<file path="config.mk">
export PLATFORM = sky130hd
export DESIGN_NAME = tcp_rx_verify_engine_flat
export DESIGN_NICKNAME = d
export VERILOG_FILES = /design/src/rtl/tcp_rx_verify_engine_if.sv /design/src/rtl/tcp_rx_verify_engine.sv /design/src/flat_wrapper.sv
export SDC_FILE = /design/constraint.sdc
export NUM_CORES = 1
export LEC_CHECK = 0
export CAP_MARGIN = 25
export CORE_AREA = 4 4 525 527
export CTS_CLUSTER_DIAMETER = 30
export DETAILED_ROUTE_END_ITERATION = 7
export DIE_AREA = 0 0 529 531
export PLACE_DENSITY_LB_ADDON = 0.1
export SETUP_SLACK_MARGIN = 0.2
export SYNTH_ARGS = -nofsm -noshare
export SYNTH_HDL_FRONTEND = slang
export SYNTH_SLANG_ARGS = --single-unit
export TNS_END_PERCENT = 50
</file>
<file path="constraint.sdc">
create_clock -name clk -period 4.5 [get_ports clk]
set_clock_uncertainty 0.2 [all_clocks]
set_input_delay 0.9 -clock clk [delete_from_list [all_inputs] [get_ports clk]]
set_output_delay 0.9 -clock clk [all_outputs]
set_load 0.02 [all_outputs]
</file>
<file path="src/rtl/tcp_rx_verify_engine_if.sv">
`default_nettype none
// +----------------------------------------------------------------------------+
// | tcp_rx_verify_engine_if : RX metadata + data stream bundle for the checker |
// | Rev 1.0                                                                    |
// +----------------------------------------------------------------------------+
interface tcp_rx_verify_engine_if #(
    parameter int DATA_WIDTH = 512,
    parameter int SID_WIDTH  = 16
) ();
    logic                    s_meta_valid;
    logic                    s_meta_ready;
    logic [32+SID_WIDTH-1:0] s_meta_data;
    logic                    s_data_valid;
    logic                    s_data_ready;
    logic [DATA_WIDTH-1:0]   s_data_data;
    logic                    s_data_last;

    modport master (
        output s_meta_valid, s_meta_data, s_data_valid, s_data_data, s_data_last,
        input  s_meta_ready, s_data_ready
    );

    modport slave (
        input  s_meta_valid, s_meta_data, s_data_valid, s_data_data, s_data_last,
        output s_meta_ready, s_data_ready
    );
endinterface
`default_nettype wire

</file>
<file path="src/rtl/tcp_rx_verify_engine.sv">
`default_nettype none
// +----------------------------------------------------------------------------+
// | tcp_rx_verify_engine : TCP RX sink that checks per-session payload         |
// | sequences and segment lengths, and times a programmed op count.            |
// | Optional macro TCP_RX_FULL_LANE_CHECK_EN checks every 32-bit lane.         |
// | Rev 1.0                                                                    |
// +----------------------------------------------------------------------------+
module tcp_rx_verify_engine #(
    parameter int DATA_WIDTH   = 512,
    parameter int NUM_SESSIONS = 4,
    parameter int SID_WIDTH    = 16
) (
    input  wire logic              clk,
    input  wire logic              rstn,
    tcp_rx_verify_engine_if.slave  s_if,
    input  wire logic [15:0][31:0] control_reg,
    output logic      [7:0][31:0]  status_reg
);
    localparam int BYTES      = DATA_WIDTH / 8;
    localparam int LOG2_BYTES = $clog2(BYTES);
    localparam int LANES      = DATA_WIDTH / 32;
    localparam int SIDX_W     = (NUM_SESSIONS > 1) ? $clog2(NUM_SESSIONS) : 1;

    typedef enum logic [0:0] {ST_IDLE = 1'b0, ST_DATA = 1'b1} state_e;
    state_e state_q, state_d;

    logic [4:0][31:0]  ctrl_q;
    logic              clr_prev_q, alive_q;
    logic [31:0]       words_per_op_q;
    logic [4:0]        free_cnt_q;
    logic [31:0]       seq_q [NUM_SESSIONS];
    logic [SIDX_W-1:0] sidx_q;
    logic [31:0]       seg_words_q, beat_cnt_q;
    logic              th_run_q, th_armed_q;
    logic [31:0]       th_cnt_q, err_cnt_q, first_err_q, beats_q, ops_done_q, meta_cnt_q, len_err_q;

    logic              w_soft_clr, w_meta_rdy, w_data_rdy, w_meta_hs, w_beat_hs, w_mismatch, w_wrap;
    logic [31:0]       w_seq, w_exp, w_len, w_wpo_shift, w_seg_words;
    logic [32:0]       w_seg_ceil;
    logic [SIDX_W-1:0] w_meta_sidx;

    wire unused_bits = ^{control_reg[15:5], ctrl_q[0][31:1], s_if.s_meta_data, s_if.s_data_data};

    assign w_soft_clr  = ctrl_q[0][0] & ~clr_prev_q;
    assign w_meta_rdy  = alive_q & (state_q == ST_IDLE);
    assign w_data_rdy  = (state_q == ST_DATA) & ~ctrl_q[4][free_cnt_q];
    assign w_meta_hs   = w_meta_rdy & s_if.s_meta_valid & ~w_soft_clr;
    assign w_beat_hs   = w_data_rdy & s_if.s_data_valid & ~w_soft_clr;
    assign w_seq       = seq_q[sidx_q];
    assign w_exp       = w_seq + ctrl_q[3];
    assign w_wrap      = (w_seq == words_per_op_q);
    assign w_wpo_shift = ctrl_q[1] >> LOG2_BYTES;
    assign w_len       = s_if.s_meta_data[SID_WIDTH +: 32];
    assign w_meta_sidx = (NUM_SESSIONS == 1) ? '0 : s_if.s_meta_data[SIDX_W-1:0];
    // A zero-length segment still carries one beat.
    assign w_seg_ceil  = ({1'b0, w_len} + 33'(BYTES - 1)) >> LOG2_BYTES;
    assign w_seg_words = (w_seg_ceil == 33'd0) ? 32'd1 : w_seg_ceil[31:0];

`ifdef TCP_RX_FULL_LANE_CHECK_EN
    always_comb begin
        w_mismatch = 1'b0;
        for (int i = 0; i < LANES; i++) begin
            if (s_if.s_data_data[32*i +: 32] != w_exp + 32'(i)) begin
                w_mismatch = 1'b1;
            end
        end
    end
`else
    assign w_mismatch = (s_if.s_data_data[31:0] != w_exp);
`endif

    always_comb begin
        state_d = state_q;
        case (state_q)
            ST_IDLE: if (w_meta_hs) state_d = ST_DATA;
            ST_DATA: if (w_beat_hs && s_if.s_data_last) state_d = ST_IDLE;
            default: state_d = ST_IDLE;
        endcase
        if (w_soft_clr) state_d = ST_IDLE;
        s_if.s_meta_ready = w_meta_rdy;
        s_if.s_data_ready = w_data_rdy;
    end

    always_ff @(posedge clk or negedge rstn) begin
        if (!rstn) begin
            state_q <= ST_IDLE;
        end else begin
            state_q <= state_d;
        end
    end

    always_ff @(posedge clk or negedge rstn) begin
        if (!rstn) begin
            ctrl_q         <= '0;
            clr_prev_q     <= 1'b0;
            alive_q        <= 1'b0;
            words_per_op_q <= '0;
            free_cnt_q     <= '0;
            for (int i = 0; i < NUM_SESSIONS; i++) seq_q[i] <= '0;
            sidx_q         <= '0;
            seg_words_q    <= '0;
            beat_cnt_q     <= '0;
            th_run_q       <= 1'b0;
            th_armed_q     <= 1'b0;
            th_cnt_q       <= '0;
            err_cnt_q      <= '0;
            first_err_q    <= '0;
            beats_q        <= '0;
            ops_done_q     <= '0;
            meta_cnt_q     <= '0;
            len_err_q      <= '0;
        end else begin
            ctrl_q         <= control_reg[4:0];
            clr_prev_q     <= ctrl_q[0][0];
            alive_q        <= 1'b1;
            free_cnt_q     <= free_cnt_q + 5'd1;
            words_per_op_q <= (w_wpo_shift == 32'd0) ? 32'd0 : w_wpo_shift - 32'd1;
            if (w_soft_clr) begin
                for (int i = 0; i < NUM_SESSIONS; i++) seq_q[i] <= '0;
                beat_cnt_q  <= '0;
                th_run_q    <= 1'b0;
                th_armed_q  <= 1'b0;
                th_cnt_q    <= '0;
                err_cnt_q   <= '0;
                first_err_q <= '0;
                beats_q     <= '0;
                ops_done_q  <= '0;
                meta_cnt_q  <= '0;
                len_err_q   <= '0;
            end else begin
                if (th_run_q) th_cnt_q <= th_cnt_q + 32'd1;
                if (th_run_q && (ctrl_q[2] != 32'd0) && (ops_done_q == ctrl_q[2])) th_run_q <= 1'b0;
                if (w_meta_hs) begin
                    sidx_q      <= w_meta_sidx;
                    seg_words_q <= w_seg_words;
                    beat_cnt_q  <= '0;
                    meta_cnt_q  <= meta_cnt_q + 32'd1;
                    // Timer starts once per measurement window.
                    if (!th_armed_q) begin
                        th_run_q   <= 1'b1;
                        th_armed_q <= 1'b1;
                    end
                end
                if (w_beat_hs) begin
                    beats_q        <= beats_q + 32'd1;
                    beat_cnt_q     <= beat_cnt_q + 32'd1;
                    seq_q[sidx_q]  <= w_wrap ? 32'd0 : w_seq + 32'd1;
                    if (w_wrap) ops_done_q <= ops_done_q + 32'd1;
                    if (w_mismatch) begin
                        if (err_cnt_q != 32'hFFFF_FFFF) err_cnt_q <= err_cnt_q + 32'd1;
                        if (err_cnt_q == 32'd0) first_err_q <= {8'(sidx_q), w_seq[23:0]};
                    end
                    if (s_if.s_data_last && (beat_cnt_q + 32'd1 != seg_words_q)) begin
                        len_err_q <= len_err_q + 32'd1;
                    end
                end
            end
        end
    end

    always_comb begin
        status_reg    = '0;
        status_reg[0] = th_cnt_q;
        status_reg[1] = err_cnt_q;
        status_reg[2] = first_err_q;
        status_reg[3] = beats_q;
        status_reg[4] = ops_done_q;
        status_reg[5] = meta_cnt_q;
        status_reg[6] = len_err_q;
        status_reg[7] = {30'd0, state_q == ST_DATA, th_run_q};
    end
endmodule
`default_nettype wire

</file>
<file path="src/flat_wrapper.sv">
// flat-port wrapper written by rule: the top's interface ports become plain ports
module tcp_rx_verify_engine_flat 
#(
    parameter int DATA_WIDTH   = 512,
    parameter int NUM_SESSIONS = 4,
    parameter int SID_WIDTH    = 16
)
  (clk, rstn, control_reg, status_reg, s_if_s_meta_valid, s_if_s_meta_data, s_if_s_data_valid, s_if_s_data_data, s_if_s_data_last, s_if_s_meta_ready, s_if_s_data_ready);
  tcp_rx_verify_engine_if #(.DATA_WIDTH(DATA_WIDTH), .SID_WIDTH(SID_WIDTH)) s_if_i ();
  input  wire logic clk;
  input  wire logic rstn;
  input  wire logic [15:0][31:0] control_reg;
  output logic      [7:0][31:0] status_reg;
  input wire logic [$bits(s_if_i.s_meta_valid)-1:0] s_if_s_meta_valid;
  input wire logic [$bits(s_if_i.s_meta_data)-1:0] s_if_s_meta_data;
  input wire logic [$bits(s_if_i.s_data_valid)-1:0] s_if_s_data_valid;
  input wire logic [$bits(s_if_i.s_data_data)-1:0] s_if_s_data_data;
  input wire logic [$bits(s_if_i.s_data_last)-1:0] s_if_s_data_last;
  output wire logic [$bits(s_if_i.s_meta_ready)-1:0] s_if_s_meta_ready;
  output wire logic [$bits(s_if_i.s_data_ready)-1:0] s_if_s_data_ready;
  assign s_if_i.s_meta_valid = s_if_s_meta_valid;
  assign s_if_i.s_meta_data = s_if_s_meta_data;
  assign s_if_i.s_data_valid = s_if_s_data_valid;
  assign s_if_i.s_data_data = s_if_s_data_data;
  assign s_if_i.s_data_last = s_if_s_data_last;
  assign s_if_s_meta_ready = s_if_i.s_meta_ready;
  assign s_if_s_data_ready = s_if_i.s_data_ready;
  tcp_rx_verify_engine #(.DATA_WIDTH(DATA_WIDTH), .NUM_SESSIONS(NUM_SESSIONS), .SID_WIDTH(SID_WIDTH)) u_core (.clk(clk), .rstn(rstn), .s_if(s_if_i), .control_reg(control_reg), .status_reg(status_reg));
endmodule
</file>
== Word-level counts from Yosys, hierarchy flattened ==
Cells that the tools add are included.
Operators by class
  add/sub/neg operators: 12
  order comparisons: 3
  eq/ne operators: 5
  mux-type cells: 46
  bitwise gates (word level): 12
  reductions and logical operators: 23
Operator list (count)
  $mux W32: 28
  $add A32 B1 Y32 const B: 8
  $mux W128: 2
  $bwmux W128: 1
  $bmux W32 S2: 1
  $demux W32 S2: 1
  $eq A32 B32 Y1: 2
  $logic_not A32 Y1: 2
  $ne A32 B32 Y1: 2
  $add A32 B6 Y33 const B: 1
  $logic_not A33 Y1: 1
  $add A32 B32 Y32: 1
  $ne A32 B32 Y1 const B: 1
  $reduce_bool A32 Y1: 1
  $mux W27: 1
  $sub A26 B1 Y27 const B: 1
  $reduce_bool A2 Y1: 8
  $mux W1: 10
  $and A1 B1 Y1: 7
  $lt A5 B6 Y1 const B: 1
  $reduce_and A2 Y1: 3
  $reduce_and A3 Y1: 2
  $add A5 B1 Y5 const B: 1
  $bmux W1 S5: 1
  7 further kinds: 14
Storage, ports and cells
  bits in registers: 589
  input bits: 1077

== Logic depth before layout (Yosys ltp) ==
Gate-level depths: netlist of the first run.
  word-level depth: 10
  depth in mapped cells: 19
  gate-level depth less buffers: 13

== Worst setup path after synthesis of the first run ==
No wires, ideal clock.
  path kind: register -> register
  start point: reg u_core.sidx_q[0]
  end point: reg u_core.first_err_q[12]
  library setup time: 0.121 ns
  arrival: 4.409 ns
  required time: 4.179 ns
  setup slack: -0.229 ns
  stages on the path, launching flop included: 18
  buffers on the path: 4
  clock period less this slack: 4.729 ns
  cell sequence: dfrtp_1 buf_6 buf_2 mux4_2 ha_1 fa_1 a211oi_1 o211a_1 nor2_1 mux2i_1 o221ai_1 or4_1 nor4_2 nand4_2 or2_1 buf_6 buf_2 a22o_1
On the way
  word-level cells in the longest chain between the ends: 8
  elaborated cells between the ends (all ways): 12
RTL lines
  start: declaration: line tcp_rx_verify_engine.sv:32  | logic [SIDX_W-1:0] sidx_q;
  start signal: assignment: line tcp_rx_verify_engine.sv:134  | sidx_q <= w_meta_sidx;
  $not A2 Y3 (implied by the code) *: line tcp_rx_verify_engine.sv:49  | assign w_seq = seq_q[sidx_q];
  $bmux W32 S2 *: line tcp_rx_verify_engine.sv:49
  $mux W32 (implied by the code) * (2 in series): line tcp_rx_verify_engine.sv:49
  $add A32 B32 Y32 or $mux W32 (tied branches): line tcp_rx_verify_engine.sv:50, tcp_rx_verify_engine.sv:151
  $ne A32 B32 Y1 or $mux W32 (tied branches): line tcp_rx_verify_engine.sv:69, tcp_rx_verify_engine.sv:149
  $reduce_bool A2 Y1 (no source line) or $mux W32 (tied branches)
  $reduce_and A3 Y1 (no source line) or $mux W32 (tied branches)
  end signal: assignment: line tcp_rx_verify_engine.sv:151  | if (err_cnt_q == 32'd0) first_err_q <= {8'(sidx_q), w_seq[23:0]};
  end: declaration: line tcp_rx_verify_engine.sv:35  | logic [31:0] th_cnt_q, err_cnt_q, first_err_q, beats_q, ops_done_q, meta_cnt_q, len_err_q;
Every way passes the cells marked *; elsewhere a longest branch is shown, timed or not. The select of a mux whose other input is x is not followed.
A chain may end at the register's enable or synchronous reset.

== Worst setup path after layout of the first run ==
  start point: reg u_core.sidx_q[0]
  end point: reg u_core.first_err_q[10]
The elaborated chain is that of the path after synthesis.

==> results of run 1 <==
[power by group through the flow]
stage               Sequential (mW)  Clock [mW]  Combinational [mW]
finish                         5.50        14.7                1.93
global route                   5.52        15.5                2.12
global placement               5.58           0                1.82
CTS                            5.50        15.1                1.96
detailed placement             5.58           0                1.80
floorplan                      5.51           0               0.812
[path summary, 6_finish.rpt]
kind,start,endpoint,slack (ns)
worst max-delay path,u_core.sidx_q[0],u_core.first_err_q[10],-0.39
worst min-delay path,u_core.ctrl_q[0],u_core.clr_prev_q,0.25
worst max register to register,u_core.sidx_q[0],u_core.first_err_q[10],-0.39
worst min register to register,u_core.ctrl_q[0],u_core.clr_prev_q,0.25
max in group asynchronous,rstn,u_core.err_cnt_q[31],2.46
min in group asynchronous,rstn,u_core.beats_q[2],0.51
[final cells by class]
type | count | area (µm²) | area share (%)
well taps | 3570 | 4470 | 9.14
repair buffers | 754 | 7330 | 15.0
diodes | 6 | 15.0 | 0.0307
inverters | 48 | 180 | 0.369
clock buffers | 335 | 6630 | 13.6
flip-flops and latches | 567 | 14200 | 29.1
multi-input cells | 2250 | 15300 | 31.4
clock inverters | 71 | 704 | 1.44
[registers in the layout, indices dropped and copies added (netlist names)]
register / cells
u_core.ops_done_q: 32
u_core.len_err_q: 32
u_core.th_cnt_q: 32
u_core.clr_prev_q: 1
u_core.alive_q: 1
u_core.first_err_q: 26
u_core.beat_cnt_q: 32
u_core.th_run_q: 1
u_core.seq_q: 128
u_core.ctrl_q: 123
u_core.err_cnt_q: 32
u_core.meta_cnt_q: 32
u_core.beats_q: 32
u_core.seg_words_q: 27
u_core.free_cnt_q: 5
u_core.sidx_q: 2
u_core.words_per_op_q: 27
u_core.th_armed_q: 1
u_core.state_q: 1
[layer usage]
metal  vias to the layer above  track usage (%)
met2                       506             17.3
met1                     12900             13.8
met4                        10             3.12
met3                       232             3.04
met5                         -                0
li1                      12500                -
[Yosys cell counts, types with 13 or more instances]
| library cell | instances |
|---|---|
| sky130_fd_sc_hd__o21ai_0 | 231 |
| sky130_fd_sc_hd__nor3_1 | 51 |
| sky130_fd_sc_hd__clkbuf_1 | 113 |
| sky130_fd_sc_hd__nor4_1 | 62 |
| sky130_fd_sc_hd__ha_1 | 42 |
| sky130_fd_sc_hd__xor2_1 | 142 |
| sky130_fd_sc_hd__and3_1 | 78 |
| sky130_fd_sc_hd__a21oi_1 | 80 |
| sky130_fd_sc_hd__mux4_2 | 42 |
| sky130_fd_sc_hd__buf_4 | 38 |
| sky130_fd_sc_hd__and4_1 | 31 |
| sky130_fd_sc_hd__buf_2 | 24 |
| sky130_fd_sc_hd__xnor2_1 | 209 |
| sky130_fd_sc_hd__dfrtp_1 | 567 |
| sky130_fd_sc_hd__o31ai_1 | 26 |
| sky130_fd_sc_hd__nand3_1 | 109 |
| sky130_fd_sc_hd__and2_1 | 22 |
| sky130_fd_sc_hd__or3_1 | 46 |
| sky130_fd_sc_hd__a211oi_1 | 13 |
| sky130_fd_sc_hd__a22o_1 | 57 |
| sky130_fd_sc_hd__nand4_1 | 89 |
| sky130_fd_sc_hd__nor2_1 | 308 |
| sky130_fd_sc_hd__nand2_1 | 333 |
| sky130_fd_sc_hd__o2111ai_1 | 13 |
| sky130_fd_sc_hd__inv_1 | 48 |
| sky130_fd_sc_hd__o2bb2ai_1 | 15 |
[cell families after synthesis]
| group | Yosys count |
|---|---|
| simple gates | 1212 |
| fa+ha+maj | 43 |
| other cells | 2 |
| xor+xnor | 351 |
| compound gates | 546 |
| buf+inv | 241 |
| flops | 567 |
| mux | 60 |
[cell usage in the layout (no fill, tap or decap), drive strengths merged, types with 12 or more instances in the layout]
cell	count
ha	42
clkdlybuf4s50	413
conb	38
inv	52
a22o	57
o2111ai	13
nand2	333
or2	13
nand4	93
xnor2	209
o21ai	236
a21o	12
clkbuf	338
nor4	68
nor3	54
and2	23
clkinv	50
and3	78
nand3	110
or3	46
mux4	42
o31ai	28
dfrtp	567
a21oi	81
buf	337
nor2	312
xor2	142
and4	31
a211oi	13
o2bb2ai	15
[repair_timing]
item,4_1_cts,5_1_grt
gates cloned,4,4
endpoints found under the setup margin,168,105
hold buffers,1,0
setup buffers,15,8
pin swaps,26,63
endpoints found under the hold margin,63,0
resized for setup,109,72
[worst max-delay path: stages (launching register included)]
cell and delay [ns]:
sky130_fd_sc_hd__dfrtp_4 0.51, sky130_fd_sc_hd__buf_6 0.15, sky130_fd_sc_hd__buf_12 0.14, sky130_fd_sc_hd__buf_4 0.13, sky130_fd_sc_hd__mux4_2 0.58, sky130_fd_sc_hd__ha_4 0.35
sky130_fd_sc_hd__nand4_1 0.11, sky130_fd_sc_hd__buf_4 0.16, sky130_fd_sc_hd__o31ai_4 0.29, sky130_fd_sc_hd__buf_4 0.17, sky130_fd_sc_hd__buf_4 0.10, sky130_fd_sc_hd__o221ai_1 0.14
sky130_fd_sc_hd__or4_4 0.46, sky130_fd_sc_hd__nor4_4 0.17, sky130_fd_sc_hd__buf_4 0.18, sky130_fd_sc_hd__nand4_4 0.11, sky130_fd_sc_hd__buf_6 0.17, sky130_fd_sc_hd__o21ai_4 0.13
sky130_fd_sc_hd__buf_12 0.17, sky130_fd_sc_hd__clkbuf_16 0.19, sky130_fd_sc_hd__a22o_1 0.14
[through the flow]
step	cells	setup TNS, ns	instance area (µm²)	hold slack (ns)	util [%]
3_3_place_gp	7156	-54.12	40200	0.254	14.8
2_1_floorplan	3058	0	29900	0.168	-
3_5_place_dp	7157	-47.88	40200	0.249	14.9
6_report	7601	-19.12	48800	0.250	18.1
5_1_grt	7597	-28.24	48800	0.200	18.1
4_1_cts	7583	-23.62	48300	0.182	17.9
==> qor.csv, run 1 <==
stage;metric;value;unit
drt;Residual DRC;0;
final_layout;area overhead of the layout relative to synthesis;65.1;%
placement;count of buffers from port buffering;415;
clock_network;clock sink total;567;
power;Combinational Power Share;8.7;%
global_route;Remaining Overflow, GRT;0;
yosys;dominant register cell in the synthesized netlist;sky130_fd_sc_hd__dfrtp_1;
global_route;number of global-route vias before repair;27800;
drt;Iteration-0 DRC Markers;1345;
drt;DR vias/cell;3.44;
yosys;post-synth top area cell;sky130_fd_sc_hd__dfrtp_1;
yosys;Post-synth ARST share;100;%
floorplanning;top-level I/O count;1335;
yosys;dominant combinational cell family by area after synthesis;simple AND/OR/NAND/NOR gates;
clock_network;htree depth;4;
global_route;first-pass GRT wire length;218000;µm
timing;number of hold-slack violations in the final timing report;0;
power;sequential share of power;24.9;%
yosys;per-instance average area after synthesis;9.79;µm²
yosys;top cell type's share of synthesized area;48.0;%
yosys;area share of xor/xnor cells in the synthesized design;10.4;%
timing;Setup violations, final;58;
timing;post-route minimum period;4.89;ns
timing;count of final max-slew check failures;0;
drt;antenna viol nets, final;0;
setup_path;highest fanout seen on the critical path;6;
yosys;flip-flop and latch count after synthesis;567;
floorplanning;die outline height;531;µm
clock_network;TritonCTS clock tree;built;
drt;per-cell routed wire length;20.4;µm
yosys;mux contribution to synthesized area;3.84;%
setup_path;required time worst endpoint;5.01;ns
worst_hold_path;Hold Path Class;reg2reg;
timing;maximum operating frequency;0.205;GHz
outcome;run status;finished, violations left;
global_route;overall track demand over capacity in global routing;10.7;%
power;Switch Pwr;5.42;mW
power;total power density per cell area;453;nW/µm²
drt;vias after detailed routing;26200;
final_layout;number of nets in the finished design;4968;
drt;met2 layer wire length in the routed design;72400;µm
timing;worst slew pin tran;1.03;ns
power;overall power;22.1;mW
global_route;number of antenna violations at the first check in global routing;19;
clock_network;cell at the root of the clock tree;sky130_fd_sc_hd__clkbuf_16;
clock_network;TritonCTS Buffers;227;
timing;RSZ-0062 raised after global routing;true;
yosys;Syn Std Cell Area;29600;µm²
yosys;number of different library cells in the post-synthesis netlist;89;
setup_path;WP data arrival;5.39;ns
yosys;fraction of the mapped netlist area in simple logic gates;20.3;%
yosys;post-synthesis compound-gate area fraction;11.8;%
power;maximum vdd drop;0.261;mV
yosys;yosys synthesis warning count;0;
floorplanning;area of the die;281000;µm²
flow_run;number of max-capacitance violations reported;0;
drt;metal1 wirelength;69500;µm
floorplanning;Placement Rows;191;
yosys;number of instances in the synthesized netlist;3022;
worst_hold_path;hold depth;0;
yosys;main area contributors after synthesis;sky130_fd_sc_hd__dfrtp_1 48%, sky130_fd_sc_hd__xnor2_1 6.2%, sky130_fd_sc_hd__nand2_1 4.2%;
yosys;post-synthesis sequential area ratio;48.0;%
final_layout;layout filler cell count;29900;
placement;detailed-placement wirelength estimate;114000;µm
clock_network;maximum number of buffers from clock root to sink;4;
power;LEAKAGE;19.5;nW
timing;setup ws final;-0.387;ns
final_layout;fraction of layout cells with a size suffix above 1;22.2;%
power;clock group share of total power;66.4;%
drt;met3 wire len;8900;µm
clock_network;Clock Latency Late Sink;0.87;ns
drt;sum of routed wire length over all layers;155000;µm
setup_path;critical path startpoint category;flip-flop;
floorplanning;effective utilization at floorplan;10.9;%
floorplanning;Placeable Area;271000;µm²
yosys;Post-synth EDFFs;0;
global_route;maximum number of pins on one net before global-route repair;160;
floorplanning;die width;529;µm
setup_path;cell depth of the worst flop-to-flop path;20;
placement;last weighted congestion value of the routability-driven placer;0.752;
timing;ratio of final minimum period to clock period;109;%
power;net switching share of the total power;24.5;%
clock_network;clock-pin slew reported for the worst setup and hold paths after clock tree synthesis;0.04;ns
yosys;adder-cell share of the synthesized area;1.84;%
drt;Max Used Layer;met5;
placement;setup slack at placement;-0.879;ns
setup_path;critical path class;reg2reg;
outcome;violations in the final reports;negative setup slack;
timing;relative max-transition margin;31.5;%
drt;length of the first detailed-routing pass in iterations;5;
setup_path;crit end category;flip-flop;
power;Int Power;16.7;mW
Power figures use the tool's default switching activity.
==> run 2, diff against run 1 <==
SKIP_LAST_GASP = 1   (was unset)
==> qor.csv, run 2 (synthesis gave the netlist of run 1 again) <==
stage;metric;value;unit;change
placement;setup slack at placement;-0.879;ns;unchanged
flow_run;number of max-capacitance violations reported;0;;unchanged
global_route;busiest metal layer after global routing;met2;;unchanged
global_route;first-pass GRT wire length;218000;µm;about the same
floorplanning;effective utilization at floorplan;10.9;%;unchanged
drt;sum of routed wire length over all layers;155000;µm;about the same
placement;detailed-placement wirelength estimate;114000;µm;unchanged
global_route;global-route track usage on met1;13.8;%;about the same
placement;last weighted congestion value of the routability-driven placer;0.752;;unchanged
global_route;number of antenna violations at the first check in global routing;19;;unchanged
final_layout;largest registers in the final layout;u_core.seq_q x128, u_core.ctrl_q x123;;unchanged
timing;worst slew pin tran;1.09;ns;was 1.03 ns
setup_path;cell-by-cell trace of the critical path;buf_12 -> mux4_2 -> ha_4 -> fa_2 -> xnor2_1 -> buf_4 -> o2111ai_4 -> a211oi_2 -> o2111ai_1 -> nor4_2 -> nand4_1 -> nor4_4 -> buf_4 -> nand4_4 -> buf_6 -> o21ai_4 -> buf_12 -> buf_16 -> a22o_1;;was buf_6 -> buf_12 -> buf_4 -> mux4_2 -> ha_4 -> nand4_1 -> buf_4 -> o31ai_4 -> buf_4 -> buf_4 -> o221ai_1 -> or4_4 -> nor4_4 -> buf_4 -> nand4_4 -> buf_6 -> o21ai_4 -> buf_12 -> clkbuf_16 -> a22o_1
final_layout;commonest non-fill, non-tap cell in the layout;sky130_fd_sc_hd__dfrtp_1;;unchanged
timing;Setup violations, final;58;;unchanged
clock_network;TritonCTS Buffers;227;;unchanged
global_route;Remaining Overflow, GRT;0;;unchanged
drt;DR vias/cell;3.44;;about the same
clock_network;htree depth;4;;unchanged
timing;post-route minimum period;4.89;ns;about the same
setup_path;max incr delay on CP;0.63;ns;was 0.58 ns
setup_path;cell family contributing the most delay on the critical path;buffers and inverters;;unchanged
setup_path;crit path max-delay cell type;sky130_fd_sc_hd__mux4_2;;unchanged
timing;number of hold-slack violations in the final timing report;0;;unchanged
final_layout;cell area after layout;48800;µm²;about the same
final_layout;Final Instance Count excl. Fillers;7601;;unchanged
global_route;met3 layer usage reported by global route;3.04;%;unchanged
setup_path;WP data arrival;5.39;ns;about the same
timing;maximum operating frequency;0.204;GHz;was 0.205 GHz
timing;ratio of final minimum period to clock period;109;%;about the same
clock_network;Clock Latency Late Sink;0.88;ns;was 0.87 ns
placement;placed instance area;40200;µm²;unchanged
global_route;met2 track utilization from global routing;17.3;%;unchanged
clock_network;clock sink total;567;;unchanged
placement;Placed Cells;7157;;unchanged
floorplanning;die outline height;531;µm;unchanged
drt;antenna viol nets, final;0;;unchanged
setup_path;crit end category;flip-flop;;unchanged
final_layout;number of flip-flops in the largest register;128;;unchanged
floorplanning;die width;529;µm;unchanged
final_layout;Top reg by flops;u_core.seq_q;;unchanged
global_route;overall track demand over capacity in global routing;10.7;%;about the same
power;overall power;22.1;mW;about the same
global_route;maximum number of pins on one net before global-route repair;160;;unchanged
power;LEAKAGE;19.5;nW;about the same
floorplanning;Placement Rows;191;;unchanged
drt;length of the first detailed-routing pass in iterations;5;;unchanged
placement;count of buffers from port buffering;415;;unchanged
outcome;run status;finished, violations left;;unchanged
clock_network;cell at the root of the clock tree;sky130_fd_sc_hd__clkbuf_16;;unchanged
clock_network;maximum number of buffers from clock root to sink;4;;unchanged
timing;count of final max-slew check failures;0;;unchanged
worst_hold_path;Hold Path Class;reg2reg;;unchanged
setup_path;required time worst endpoint;5.00;ns;was 5.01 ns
floorplanning;Placeable Area;271000;µm²;unchanged
clock_network;TritonCTS clock tree;built;;unchanged
drt;Iteration-0 DRC Markers;1405;;was 1,345
drt;per-cell routed wire length;20.4;µm;about the same
setup_path;highest fanout seen on the critical path;7;;was 6
global_route;number of global-route vias before repair;27800;;about the same
final_layout;commonest cells after routing, fill and taps aside;564 x sky130_fd_sc_hd__dfrtp_1, 413 x sky130_fd_sc_hd__clkdlybuf4s50_1, 331 x sky130_fd_sc_hd__nand2_1;;unchanged
outcome;violations in the final reports;negative setup slack;;unchanged
timing;Fin Hold WS;0.250;ns;about the same
setup_path;number of buffers and inverters on the critical path;6;;was 10
timing;RSZ-0062 raised after global routing;true;;unchanged
setup_path;critical path class;reg2reg;;unchanged
final_layout;number of nets in the finished design;4968;;unchanged
drt;vias after detailed routing;26200;;about the same
floorplanning;top-level I/O count;1335;;unchanged
clock_network;clock-pin slew reported for the worst setup and hold paths after clock tree synthesis;0.04;ns;about the same
power;total power density per cell area;453;nW/µm²;about the same
floorplanning;area of the die;281000;µm²;unchanged
timing;relative max-transition margin;27.6;%;was 31.5%
drt;Residual DRC;0;;unchanged
setup_path;critical path startpoint category;flip-flop;;unchanged
timing;setup ws final;-0.392;ns;was -0.387 ns
final_layout;fraction of layout cells with a size suffix above 1;22.0;%;was 22.2%
final_layout;layout filler cell count;29900;;about the same
power;maximum vdd drop;0.262;mV;was 0.261 mV
final_layout;area overhead of the layout relative to synthesis;64.9;%;was 65.1%
## run 2: cell types whose count changed in the layout (fill, tap and decap cells not counted), sizes merged
cell and delta:
buf -1, clkdlybuf4s15 +1
## run 2: repair_timing
item | in CTS | in global routing
cloned | 4 | 4
pin swaps | 25 | 53
gates resized for setup | 106 | 57
hold buffers | 1 | 0
buffers inserted | 15 | 8
endpoints found under the hold margin | 63 | 0
endpoints found under the setup margin | 168 | 105
## run 2: area by class of cell
type                    count  area [µm²]  share of cell area, %
multi-input cells        2250       15300                   31.3
flip-flops and latches    567       14200                   29.1
repair buffers            754        7320                   15.0
clock buffers             335        6630                   13.6
well taps                3570        4470                   9.16
clock inverters            71         704                   1.44
inverters                  48         180                  0.369
diodes                      6        15.0                 0.0308
## run 2: metal layers
layer,wire [µm],share of wire [%]
met3,8890,5.7
met2,72400,47
met1,69600,45
met4,3870,2.5
met5,57,0.037
## run 2: worst reg2reg max path: cells and delay by family (launching register included)
family	cells	cell delay, ns
fa+ha+maj	2	0.76
flops	1	0.46
mux	1	0.63
simple gates	4	0.84
xor+xnor	1	0.12
compound gates	5	0.81
buf+inv	6	0.98
## run 2: where the power goes
| part | leakage (nW) | switching [mW] | internal (mW) | total, mW |
|---|---|---|---|---|
| Sequential | 7.50 | 0.196 | 5.30 | 5.50 |
| Combinational | 8.37 | 1.06 | 0.871 | 1.93 |
| Clock | 3.62 | 4.16 | 10.5 | 14.7 |
## run 2: final timing paths
path                             startpoint                     end  slack (ns)  cells after the start
min in group asynchronous              rstn       u_core.beats_q[2]        0.51                      2
max in group asynchronous              rstn    u_core.err_cnt_q[31]        2.47                      3
setup / recovery           u_core.sidx_q[0]  u_core.first_err_q[21]       -0.39                     19
hold / removal             u_core.ctrl_q[0]       u_core.clr_prev_q        0.25                      0
setup reg to reg           u_core.sidx_q[0]  u_core.first_err_q[21]       -0.39                     19
hold reg to reg            u_core.ctrl_q[0]       u_core.clr_prev_q        0.25                      0
## run 2: through the flow
stage                     util (%)  TNS, ns
final                         18.0   -19.35
after detailed placement      14.9   -47.88
after CTS                     17.9   -23.67
after global routing          18.0   -28.46
after floorplan                  -        0
after global placement        14.8   -54.12
